File: config.mk
export PLATFORM = sky130hd
export DESIGN_NAME = if_pc_unit
export DESIGN_NICKNAME = d
export VERILOG_FILES = /design/src/rtl/if_pc_unit_pkg.sv /design/src/rtl/if_perf_counters.sv /design/src/rtl/if_pc_unit.sv
export SDC_FILE = /design/constraint.sdc
export NUM_CORES = 1
export LEC_CHECK = 0
export CAP_MARGIN = 25
export CORE_MARGIN = 8
export CORE_UTILIZATION = 40
export CTS_CLUSTER_DIAMETER = 50
export DETAILED_ROUTE_END_ITERATION = 12
export GPL_TIMING_DRIVEN = 0
export PLACE_DENSITY = 0.79
export RECOVER_POWER = 100
export SLEW_MARGIN = 5
export SYNTH_ARGS = -nofsm -noshare
export SYNTH_HDL_FRONTEND = slang
export SYNTH_SLANG_ARGS = --single-unit
File: constraint.sdc
create_clock -name clk -period 3.6 [get_ports clk]
set_input_delay 0.36 -clock clk [delete_from_list [all_inputs] [get_ports clk]]
set_output_delay 0.36 -clock clk [all_outputs]
set_load 0.02 [all_outputs]
File: src/rtl/if_pc_unit_pkg.sv
// Shared types and constants for the fetch-stage PC unit.
// FSM states, redirect sources and PC alignment helper.
package if_pc_unit_pkg;

  localparam int PC_W = 32;
  localparam logic [PC_W-1:0] RESET_VECTOR_DEF = 32'h0000_0000;

  typedef enum logic [1:0] {
    ST_BOOT,
    ST_RUN,
    ST_HALT
  } fsm_e;

  typedef enum logic [1:0] {
    RD_NONE,
    RD_JAL,
    RD_BR,
    RD_JALR
  } redir_e;

  function automatic logic [PC_W-1:0] align_pc(
    input logic [PC_W-1:0] t
  );
    return {t[PC_W-1:2], 2'b00};
  endfunction

endpackage

File: src/rtl/if_perf_counters.sv
// Saturating fetch-stage performance counters.
// Built only when IF_PERF_EN is defined.
module if_perf_counters #(
  parameter int W = 32
) (
  input  logic         clk,
  input  logic         rst_n,
  input  logic         en,
  input  logic         inc_fetch,
  input  logic         inc_stall,
  input  logic         inc_redir,
  output logic [W-1:0] fetch_cnt,
  output logic [W-1:0] stall_cnt,
  output logic [W-1:0] redir_cnt
);

  logic [W-1:0] fetch_q, fetch_d;
  logic [W-1:0] stall_q, stall_d;
  logic [W-1:0] redir_q, redir_d;

  function automatic logic [W-1:0] sat_inc(
    input logic [W-1:0] c,
    input logic         inc
  );
    return (inc && !(&c)) ? c + 1'b1 : c;
  endfunction

  always_comb begin
    fetch_d = fetch_q;
    stall_d = stall_q;
    redir_d = redir_q;
    if (en) begin
      fetch_d = sat_inc(fetch_q, inc_fetch);
      stall_d = sat_inc(stall_q, inc_stall);
      redir_d = sat_inc(redir_q, inc_redir);
    end
  end

  always_ff @(posedge clk or negedge rst_n) begin
    if (!rst_n) begin
      fetch_q <= '0;
      stall_q <= '0;
      redir_q <= '0;
    end else begin
      fetch_q <= fetch_d;
      stall_q <= stall_d;
      redir_q <= redir_d;
    end
  end

  assign fetch_cnt = fetch_q;
  assign stall_cnt = stall_q;
  assign redir_cnt = redir_q;

endmodule

File: src/rtl/if_pc_unit.sv
// Fetch PC register, next-PC select, flush strobes and BOOT/RUN/HALT FSM.
// Define IF_PERF_EN to add the saturating performance counters.
module if_pc_unit
  import if_pc_unit_pkg::*;
#(
  parameter logic [PC_W-1:0] RESET_VECTOR = RESET_VECTOR_DEF
`ifdef IF_PERF_EN
  ,
  parameter int PERF_W = 32
`endif
) (
  input  logic              clk,
  input  logic              rst_n,
  input  logic              stall_f,
  input  logic              jal_d,
  input  logic [PC_W-1:0]   jal_target_d,
  input  logic              br_e,
  input  logic [PC_W-1:0]   br_target_e,
  input  logic              jalr_e,
  input  logic [PC_W-1:0]   jalr_target_e,
  input  logic              halt_req,
  input  logic              resume,
  output logic [PC_W-1:0]   pc_f,
  output logic              fetch_valid_f,
  output logic              flush_d,
  output logic              flush_e,
  output logic              halted
`ifdef IF_PERF_EN
  ,
  output logic [PERF_W-1:0] perf_fetch,
  output logic [PERF_W-1:0] perf_stall,
  output logic [PERF_W-1:0] perf_redirect
`endif
);

  fsm_e            state_q, state_d;
  logic [PC_W-1:0] pc_q, pc_d;
  logic            fv_q, fv_d;
  logic            hp_q, hp_d;
  redir_e          src;
  logic            ex_redir;
  logic            taken;

  assign ex_redir = jalr_e | br_e;

  always_comb begin
    src = RD_NONE;
    if (jalr_e)               src = RD_JALR;
    else if (br_e)            src = RD_BR;
    else if (!stall_f && jal_d) src = RD_JAL;
  end

  always_comb begin
    state_d = state_q;
    pc_d    = pc_q;
    hp_d    = hp_q;
    flush_d = 1'b0;
    flush_e = 1'b0;
    taken   = 1'b0;
    unique case (state_q)
      ST_BOOT: state_d = ST_RUN;
      ST_RUN: begin
        unique case (src)
          RD_JALR: begin
            pc_d    = align_pc(jalr_target_e);
            flush_d = 1'b1;
            flush_e = 1'b1;
            taken   = 1'b1;
          end
          RD_BR: begin
            pc_d    = align_pc(br_target_e);
            flush_d = 1'b1;
            flush_e = 1'b1;
            taken   = 1'b1;
          end
          RD_JAL: begin
            pc_d    = align_pc(jal_target_d);
            flush_d = 1'b1;
            taken   = 1'b1;
          end
          default: if (!stall_f) pc_d = pc_q + 32'd4;
        endcase
        // An EX redirect wins; the halt is deferred one cycle.
        if (halt_req || hp_q) begin
          if (ex_redir) begin
            hp_d = 1'b1;
          end else begin
            state_d = ST_HALT;
            pc_d    = pc_q;
            flush_d = 1'b0;
            taken   = 1'b0;
            hp_d    = 1'b0;
          end
        end
      end
      ST_HALT: if (resume) state_d = ST_RUN;
      default: state_d = ST_BOOT;
    endcase
  end

  // First cycle after BOOT/resume and after a redirect is a bubble.
  assign fv_d = (state_q == ST_RUN) && (state_d == ST_RUN) && !taken;

  always_ff @(posedge clk or negedge rst_n) begin
    if (!rst_n) begin
      state_q <= ST_BOOT;
      pc_q    <= RESET_VECTOR;
      fv_q    <= 1'b0;
      hp_q    <= 1'b0;
    end else begin
      state_q <= state_d;
      pc_q    <= pc_d;
      fv_q    <= fv_d;
      hp_q    <= hp_d;
    end
  end

  assign pc_f          = pc_q;
  assign fetch_valid_f = fv_q;
  assign halted        = (state_q == ST_HALT);

`ifdef IF_PERF_EN
  if_perf_counters #(
    .W(PERF_W)
  ) u_perf (
    .clk       (clk),
    .rst_n     (rst_n),
    .en        (state_q != ST_HALT),
    .inc_fetch (fv_q),
    .inc_stall ((state_q == ST_RUN) && stall_f && !ex_redir),
    .inc_redir (taken),
    .fetch_cnt (perf_fetch),
    .stall_cnt (perf_stall),
    .redir_cnt (perf_redirect)
  );
`endif

endmodule

# ---- Yosys cells after proc, flatten, opt, wreduce, memory -nomap -nowiden
# Cells that the tools add are included.
dict set report word_totals {
  register_bits 36
  input_bits 104
  output_inout_bits 36
  wordCells 42
}
dict set report op_classes {
  add_sub_neg 1
  n_eq_ne 7
  n_mux 18
  n_bitwise 1
  n_reduce_logical 11
}
# op count
set ops {}
lappend ops {{2-to-1 mux 32 bit} 3}
lappend ops {{one-hot mux 32 bit (3 select lines)} 1}
lappend ops {{adder 32 x 3 -> 32 bit (second input constant)} 1}
lappend ops {{2-to-1 mux 2 bit} 5}
lappend ops {{2-to-1 mux 1 bit} 8}
lappend ops {{equality test 2 x 1 -> 1 bit (second input constant)} 3}
lappend ops {{equality test 2 bit (second input constant)} 3}
lappend ops {{one-hot mux 2 bit (3 select lines)} 1}
lappend ops {{AND reduction 2 bit} 2}
lappend ops {{logical AND 1 bit} 3}
lappend ops {{OR reduction 3 bit} 1}
lappend ops {{zero test 1 bit} 2}
lappend ops {{zero test 2 bit} 1}
lappend ops {{inequality test 2 bit (second input constant)} 1}
lappend ops {{OR reduction 2 bit} 1}
lappend ops {{logical OR 1 bit} 1}
lappend ops {{OR 1 bit} 1}

# ---- Depth between registers and ports, before layout
# Gate-level depths: netlist of run 1.
dict set report depth {
  ltp_word 13
  mapped_depth 9
  mapped_depth_nobuf 6
}

# ---- Worst setup path before layout of run 1
# Ideal clock, no wire load.
dict set report synth_path {
  kind {reg-to-reg}
  start {register pc_q[4] (netlist: pc_f[4])}
  end {register pc_q[28] (netlist: pc_f[28])}
  t_arrival_ns 1.700
  required_ns 3.531
  path_slack_ns 1.831
  stages_incl_launch_ff 8
  path_buffers 2
  cell_sequence {dfrtp_1 -> buf_4 -> and4_4 -> and3_1 -> buf_6 -> nand4_4 -> or4_1 -> nand3_1}
}
dict set report synth_between {
  elab_chain_len 5
}
# item line_no
set synth_lines {}
lappend synth_lines {{from (decl)} if_pc_unit.sv:37} ;# logic [PC_W-1:0] pc_q, pc_d;
lappend synth_lines {{from (signal assigned)} if_pc_unit.sv:112} ;# pc_q <= pc_d;
lappend synth_lines {{adder 32 x 3 -> 32 bit (*)} if_pc_unit.sv:81} ;# default: if (!stall_f) pc_d = pc_q + 32'd4;
lappend synth_lines {{2-to-1 mux 32 bit (*)} if_pc_unit.sv:81}
lappend synth_lines {{one-hot mux 32 bit (3 select lines) (*)} if_pc_unit.sv:63} ;# unique case (src)
lappend synth_lines {{2-to-1 mux 32 bit} if_pc_unit.sv:85} ;# if (ex_redir) begin
lappend synth_lines {{2-to-1 mux 32 bit (*)} if_pc_unit.sv:84} ;# if (halt_req || hp_q) begin
# Mark *: on every way between the ends. The rest lies on a longest branch, timed or not. The select of a mux whose other input is x is not followed.
# A chain may end at the register's enable or synchronous reset.

# ---- Worst setup path after layout of run 1
dict set report layout_path {
  start {input port stall_f}
  end {output port flush_d}
}
dict set report layout_between {
  elab_chain_len 11
}
# item line_no
set layout_lines {}
lappend layout_lines {{from (decl)} if_pc_unit.sv:14} ;# input logic stall_f,
lappend layout_lines {{zero test 1 bit (*)} --}
lappend layout_lines {{logical AND 1 bit (*)} if_pc_unit.sv:50} ;# else if (!stall_f && jal_d) src = RD_JAL;
lappend layout_lines {{2-to-1 mux 1 bit (*)} if_pc_unit.sv:50}
lappend layout_lines {{2-to-1 mux 2 bit (*)} if_pc_unit.sv:49} ;# else if (br_e) src = RD_BR;
lappend layout_lines {{2-to-1 mux 2 bit (*)} if_pc_unit.sv:48} ;# if (jalr_e) src = RD_JALR;
lappend layout_lines {{equality test 2 x 1 -> 1 bit or equality test 2 bit (tied branches)} if_pc_unit.sv:63}
lappend layout_lines {{OR reduction 3 bit (no line) (*)} --}
lappend layout_lines {{2-to-1 mux 1 bit (*)} if_pc_unit.sv:63}
lappend layout_lines {{2-to-1 mux 1 bit} if_pc_unit.sv:85}
lappend layout_lines {{2-to-1 mux 1 bit (*)} if_pc_unit.sv:84}
lappend layout_lines {{2-to-1 mux 1 bit (*)} if_pc_unit.sv:60} ;# unique case (state_q)
lappend layout_lines {{to (decl)} if_pc_unit.sv:25} ;# output logic flush_d,
# Mark *: on every way between the ends. The rest lies on a longest branch, timed or not.

==> impl.org, run 1 <==
** Global routing
- Global routing finished with a remaining overflow of 0.
- Via count of the first global-routing pass :: around 3,500
- Entering global routing, the biggest net connects 35 pins.
- Antenna violations before repair :: 0
- Aggregate global-route resource usage :: 22.32%
- The first global-routing pass estimated about 18 mm of wire.

** Logic synthesis
- Flip-flop cell with the highest count after synthesis :: dfrtp_1
- After synthesis, the largest area contributor takes up between 20% and 30% of total cell area.
- Post-synthesis area per instance :: 8.093 µm²
- Number of distinct library cells after synthesis :: 65
- Main area contributors after synthesis :: dfrtp_1 29%, a21oi_1 5.5%, mux2_2 5.0%, mux2i_1 4.8%, nand2_1 4.3%
- Post-Syn Instances :: ~360
- The largest total area in the synthesized netlist belongs to dfrtp_1.
- In this run the cell area of the synthesized design comes to 2938 µm².
- Synth Warn # :: 0
- Part of the Yosys area used for sequential elements :: between 20% and 30%
- Counting flops and latches in the post-synthesis netlist gives 34.
- Number of synthesized flops with an enable pin :: 0
- Async set or reset register ratio after synthesis :: 100.0%

** Routing
- Total via count after detailed routing :: approximately 3,500
- The first detailed-routing pass took 5 iterations.
- Using the TritonRoute via totals, the vias-per-cell ratio works out to just under 6.
- For this block, the initial DRC count from the detailed router was 223.
- Routed wire length per instance :: approximately 20 µm
- Number of antenna-violating nets in the routed design :: 0
- Routed wire length :: roughly 12 mm
- Number of DRC violations after detailed routing :: 0

** Clock network
- The clock tree synthesis step divided the H-tree into 2 levels.
- Clock tree from TritonCTS :: built
- Number of instances resized during post-cts repair :: 0
- Insertion delay of the later-clocked pin in the worst-skew pair :: 300 ps
- Number of hold buffers added after cts :: 0
- Num Clock Sinks :: 34
- Clock-pin slew was measured on the worst setup and hold paths at ~70 ps.
- Postcts setup bufs :: 0
- No sink is reached through more buffers than the 2 on the longest clock path.
- CTS Buf Count :: 5
- CTS placed an instance of clkbuf_8 at the clock tree root.

** STA
- The final-report max-slew violation count is 35.
- Remaining max-slew budget at the tightest pin :: -32.87%
- Period Utilization, post-route :: 84.37%
- Adding up every negative setup slack in the final design gives 0 ps.
- Largest clock skew in the final design :: 8.990 ps
- Setup violators final :: 0
- At the pin with the least slew margin, the transition time is between 1500 and 2000 ps.
- The worst path meets setup with roughly 560 ps of slack.
- Static timing analysis puts the maximum clock frequency at 0.3292 GHz.
- Final-report hold violation count :: 0
- RSZ-0062 raised after global routing :: no
- For the finished layout, the period the worst path requires is between 3000 and 4000 ps.

** Worst setup path
- The most numerous cell type found on the critical path is dlygate4sd3_1.
- Critical path endpoint category :: output port
- On the critical path the largest part of the delay comes from buffers and inverters.
- STA puts the critical path data required time at between 3000 and 4000 ps.
- Cell depth of the worst flop-to-flop path :: 6
- The number of buffers and inverters on the critical path is 4.
- Data arrival time at the worst-slack endpoint :: ~2700 ps
- Walking the worst path, the cells encountered are dlygate4sd3_1 -> nand2b_1 -> buf_2 -> nand2_1 -> nand2_4 -> inv_2 -> dlygate4sd3_1.
- The worst register-to-register path begins at state_q[1].
- The critical path is of the in -> out type.
- Largest stage delay on the critical path :: around 700 ps
- Maximum fanout count along the critical path :: 10
- Launching element type of the critical path :: input port
- In this run the critical register-to-register path is captured at pc_f[9].
- Among all stages on the critical path, the largest delay is contributed by dlygate4sd3_1.
- Across all register-to-register paths, the minimum setup slack is between 1000 and 1500 ps.

** Outcome
- Failing checks :: capacitance limit, slew limit
- The run finished, with violations left.

** Layout
- Synthesis-to-finish area growth :: 50.60%
- Number of antenna repair diodes :: 0
- Cells with a size suffix above 1 make up approximately a tenth of the layout.
- Commonest cells after routing, fill and taps aside :: 92 x clkdlybuf4s50_1, 36 x dlygate4sd3_1, 35 x nand2_1
- Leading cell type in the layout, fill and taps excluded :: clkdlybuf4s50_1
- The final layout contains 605 nets.

** Die
- Die Width :: 101.7 µm
- Once the floorplan was initialized, standard cells occupied approximately two fifths of the core.
- Io pins :: between 100 and 150
- Die Footprint :: ~10,000 µm²
- After floorplanning, the core was divided into 31 placement rows.
- Area of the core :: roughly 7000 µm²
- Chip Height :: roughly 100 µm

** Placed design
- Count of buffers inserted at the top-level ports :: 129
- Sum of net half-perimeters after detailed placement :: between 9 and 10 mm
- Final Wtd Congestion :: a little under 0.9
- Prior to clock tree synthesis, the placed netlist has a worst setup slack of 865.7 ps.

** Power
- Power Density :: roughly 500 nW/µm²
- Cell leakage power :: 1.740 nW
- Maximum ir drop on the vdd rail :: roughly 280 µV

** Min path
- Hold depth :: 3
- The worst hold path belongs to the class in -> reg.
- Hold-critical path endpoint :: hp_q
- The worst hold path begins at jalr_e.

** Job
- Across the run, the number of max-cap violations was 1.
[power breakdown]
group          internal (mW)  total (mW)  switching, mW
sequential             0.528       0.743          0.215
clock                  0.154       0.310          0.156
combinational          0.528        1.17          0.642
total                   1.21        2.22           1.01
[cell usage after synthesis, drive strengths merged (2+ instances only)]
library cell and number:
nand2 36, dfrtp 34, a21oi 32, nor2 30, o21ai 27, buf 23
nand3 15, mux2i 14, nor3 14, mux2 13, nand4 12, o31ai 11
inv 10, nand2b 8, a31oi 5, and3 5, clkbuf 5, or3 5
a211oi 4, a21o 4, a311oi 4, a22o 3, a22oi 3, and4 3
nor4 3, o211ai 3, o22a 3, o22ai 3, o32ai 3, a211o 2
a221oi 2, a2bb2oi 2, and2 2, nor2b 2, o211a 2, or2 2
[stage by stage]
step	cell area, µm²	cells	hold WS, ps	power (mW)	util, %
floorplan	2942	364	64.41	1.380	-
CTS	4447	600	179.9	2.291	61.97
finish	4424	600	430.6	2.223	61.66
global placement	4357	592	493.7	1.955	60.71
detailed placement	4352	592	496.7	1.980	60.65
global route	4424	600	473.8	2.352	61.66
[registers in the layout (all words and copies together), names as in the netlist]
| signal | flops |
|---|---|
| pc_f | 30 |
| state_q | 2 |
| fetch_valid_f | 1 |
| hp_q | 1 |
[layer usage]
metal	track usage, %	up-vias	share of wire (%)
met1	27.04	1654	40
met4	3.436	0	0.94
li1	-	1633	-
met5	0	-	0
met3	7.285	12	11
met2	37.98	218	48
[worst max path at each step]
| stage | slack, ps | to | from | cells past startpoint |
|---|---|---|---|---|
| 6_report | 560 | flush_d | stall_f | 7 |
| 4_1_cts | 860 | flush_d | stall_f | 7 |
| 3_3_place_gp | 850 | flush_d | stall_f | 7 |
| 2_1_floorplan | 1830 | pc_f[28] | pc_f[4] | 7 |
| 3_5_place_dp | 870 | flush_d | stall_f | 7 |
| 5_1_grt | 490 | flush_d | stall_f | 7 |
[worst register-to-register path, stage by stage (launching register included)]
cell      delay (ps)
dfrtp_1          390
and2b_1          260
o211ai_1         140
clkbuf_1         490
clkbuf_1         520
a21oi_1          100
o22a_1           200
[final cells by class]
class                      instances  area, µm²
timing repair buffer             129       1285
sequential                        34      850.8
clock buffer                       6      82.58
fill                             632       2751
buffer                            28      158.9
multi-input combinational        292       1873
clock inverter                     2      12.51
inverter                          10      37.54
tap                               99      123.9
[logic make-up (layout without fill, tap and decap cells)]
family,Yosys count,in the layout,share of synthesized area [%]
and+or+nand+nor,144,144,27.00
AOI/OAI and AO/OA,118,118,26.58
buffers and inverters,38,175,7.155
DFF,34,34,28.96
muxes,27,27,9.753
adders and majority gates,1,1,0.4258
other,1,2,0.1276
(Power assumes the default switching activity.)
==> run 2, diff against run 1 <==
- clock period: 3.6 -> 3.15 ns (I/O delays scaled with it)
==> run 2 against run 1 <==
  * The flow still finishes with violations (capacitance limit, slew limit)
  * Worst hold slack got worse by 41 ps
  * Clock skew grew 1.5 ps
  * Total power rose by 14%
  * Cell count did not move
  * Critical path depth did not move
  * Setup slack got worse by 260 ps
  * Via count down 0.40%
  * Final area is essentially flat
  * Critical path type unchanged
  * Combinational power up 15%
  * First-iteration DRC count up 2.7%
==> impl.org, run 2 (same netlist as run 1, synthesis figures left out) <==
** Worst setup path
- Along the worst path, the maximum fanout reaches 10.
- List of cells traversed by the critical path :: clkdlybuf4s50_1 -> nand2b_1 -> buf_2 -> nand2_1 -> nand2_4 -> inv_2 -> dlygate4sd3_1
- STA classifies the critical path endpoint as an output port.
- The number of buffers and inverters on the critical path is 4.
- The critical path in this run is classified as in -> out.
- Cell family contributing the most delay on the critical path :: buffers and inverters
- Critical path's slowest cell :: dlygate4sd3_1
- Launching element type of the critical path :: input port
- On the worst path, the slowest cell contributes a delay of 650 ps.
- Data required time of the worst path :: roughly 2800 ps
- Data arrival time at the worst-slack endpoint :: around 2500 ps

** STA
- Clock skew on the completed layout was measured at between 10 and 15 ps.
- Final-report hold violation count :: 0
- For the final routed database, the setup TNS stands at 0 ps.
- Worst Tran Pin Value :: 1974 ps
- Headroom to the max-slew limit came out at -31.58%.
- Setup violations remaining at the end of the flow were counted as 0.
- Timing-limited maximum frequency :: 0.3507 GHz
- Period Utilization, post-route :: between 90% and 100%
- Hold timing on the final database bottoms out at a slack of 389.4 ps.
- The final-report max-slew violation count came to 35.
- Shortest clock period the worst path allows after layout :: roughly 2900 ps
- RSZ-0062 raised after global routing :: no

** Layout
- The register with the most flip-flops in the layout has 30 of them.
- In the final layout, the multi-input gates occupy ~1900 µm².
- Leaving out fill and tap cells, the most frequent cell in the layout is clkdlybuf4s50_1.
- Number of antenna repair diodes :: 0
- Commonest cells after routing, fill and taps aside :: 93 x clkdlybuf4s50_1, 35 x nand2_1, 35 x dlygate4sd3_1
- Of the cells placed in the final design, the portion with a size suffix greater than 1 is around a tenth.
- Nets :: ~600
- Sequential cell area :: around 850 µm²
- After filler insertion, the fill cell instance count of the layout stands at around 630.
- Once layout is complete, the cells apart from fillers number 600.
- Compared with the post-synthesis result, the final layout area differs by 50.64%.

** Clock network
- Number of hold buffers added after cts :: 0
- Clock tree from TritonCTS :: built
- Clock-pin slew was measured on the worst setup and hold paths at 70 ps.
- The clock drives 34 sinks.
- Cell chosen for the clock root :: clkbuf_8
- Longest Clk Path Bufs :: 2
- Insertion delay of the later-clocked pin in the worst-skew pair :: ~300 ps
- CTS Buf Count :: 5
- Buffers added to address setup during post-CTS repair amount to 0.
- The H-tree was split into 2 levels.
- Post-CTS repair changed the size of 0 cells.

** Global routing
- Wire length of the first global-routing pass :: 18.24 mm
- The number of global-route vias before repair is between 3,000 and 4,000.
- For this run the aggregate overflow at the end of global routing stands at 0.
- Antenna violations before repair :: 0
- Entering global routing, the biggest net connects 35 pins.
- Across every metal layer, demand over resource in global routing totals between 20 and 25%.

** Job
- Max-cap violations :: 1

** Power
- In this run the power density over the cells is around 570 nW/µm².
- Cell leakage power :: roughly 1.7 nW
- Across the VDD grid, the largest voltage drop is 314.4 µV.

** Die
- The die covers slightly above 10,000 µm².
- Once the floorplan was initialized, standard cells occupied 40.94% of the core.
- Chip Height :: just over 100 µm
- Row generation in the floorplan step produced 31 rows.
- For this design the top-level I/O count stands at 140.
- Area of the core :: between 7000 and 8000 µm²
- Die Width :: 101.7 µm

** Routing
- Number of DRC violations after detailed routing :: 0
- Number of antenna-violating nets in the routed design :: 0
- The routed layout has 3,503 vias.
- Wires add up to around 12 mm.
- After detailed routing, the average wire length per cell comes to about 20 µm.
- Number of iterations in the first detailed-routing pass :: 5
- The detailed router finished its first iteration with 229 violations.
- Vias/cell :: about 5.8

** Placed design
- Final Wtd Congestion :: 0.8895
- Count of buffers inserted at the top-level ports :: around 130
- Once placement completed, the tool counted placed cells totaling between 500 and 600.
- Summed over all nets, the half-perimeter wirelength after detailed placement is roughly 9.3 mm.

** Outcome
- The run finished, with violations left.
- Failing checks :: capacitance limit, slew limit

** Min path
- The path class of the tightest hold or removal check is in -> reg.
==> run 2: changes by cell type in the layout (fill, tap and decap cells not counted) <==
cell | before | now
buf_2 | 7 | 8
clkbuf_1 | 13 | 12
clkdlybuf4s50_1 | 92 | 93
dlygate4sd3_1 | 36 | 35
==> run 2: layer usage <==
metal | up-vias | GRT usage [%] | wire, µm
met5 | - | 0 | 0
met4 | 0 | 3.436 | 140
met3 | 15 | 7.285 | 1308
met2 | 212 | 37.98 | 5587
met1 | 1647 | 27.04 | 4706
li1 | 1629 | - | -
==> run 2: per-stage QoR <==
step | cell area [µm²] | utilization [%] | worst slack [ps] | total power [mW]
3_3_place_gp | 4357 | 60.71 | 494.3 | 2.234
4_1_cts | 4447 | 61.97 | 498.0 | 2.618
2_1_floorplan | 2942 | - | 1381 | 1.578
3_5_place_dp | 4352 | 60.65 | 505.7 | 2.263
6_report | 4425 | 61.67 | 298.7 | 2.540
5_1_grt | 4425 | 61.67 | 225.7 | 2.689
==> run 2: worst paths after layout <==
check / startpoint / slack [ps] / end / cells past startpoint
worst max-delay path: stall_f / 300 / flush_d / 7
worst min-delay path: jalr_e / 390 / hp_q / 3
worst max register to register: state_q[1] / 940 / pc_f[9] / 6
worst min register to register: state_q[1] / 530 / state_q[1] / 1
max in group asynchronous: rst_n / 1450 / pc_f[27] / 1
min in group asynchronous: rst_n / 570 / pc_f[15] / 1
==> run 2: layout make-up <==
type | instances | area share (%)
clock inverters | 2 | 0.2827
flip-flops and latches | 34 | 19.23
clock buffers | 6 | 1.866
repair buffers | 129 | 29.04
multi-input cells | 292 | 42.32
well taps | 99 | 2.799
plain buffers | 28 | 3.619
inverters | 10 | 0.8482
==> run 2: where the power goes <==
part	internal, mW	total [mW]	switching [mW]
Combinational	0.605	1.34	0.734
Sequential	0.603	0.848	0.245
Clock	0.176	0.354	0.178
Total	1.38	2.54	1.16
==> run 2: worst reg2reg max path, stage by stage (launching register included) <==
cell and delay [ps]:
dfrtp_1 390, and2b_1 260, o211ai_1 140, clkbuf_1 500, clkbuf_1 520, a21oi_1 110
o22a_1 200
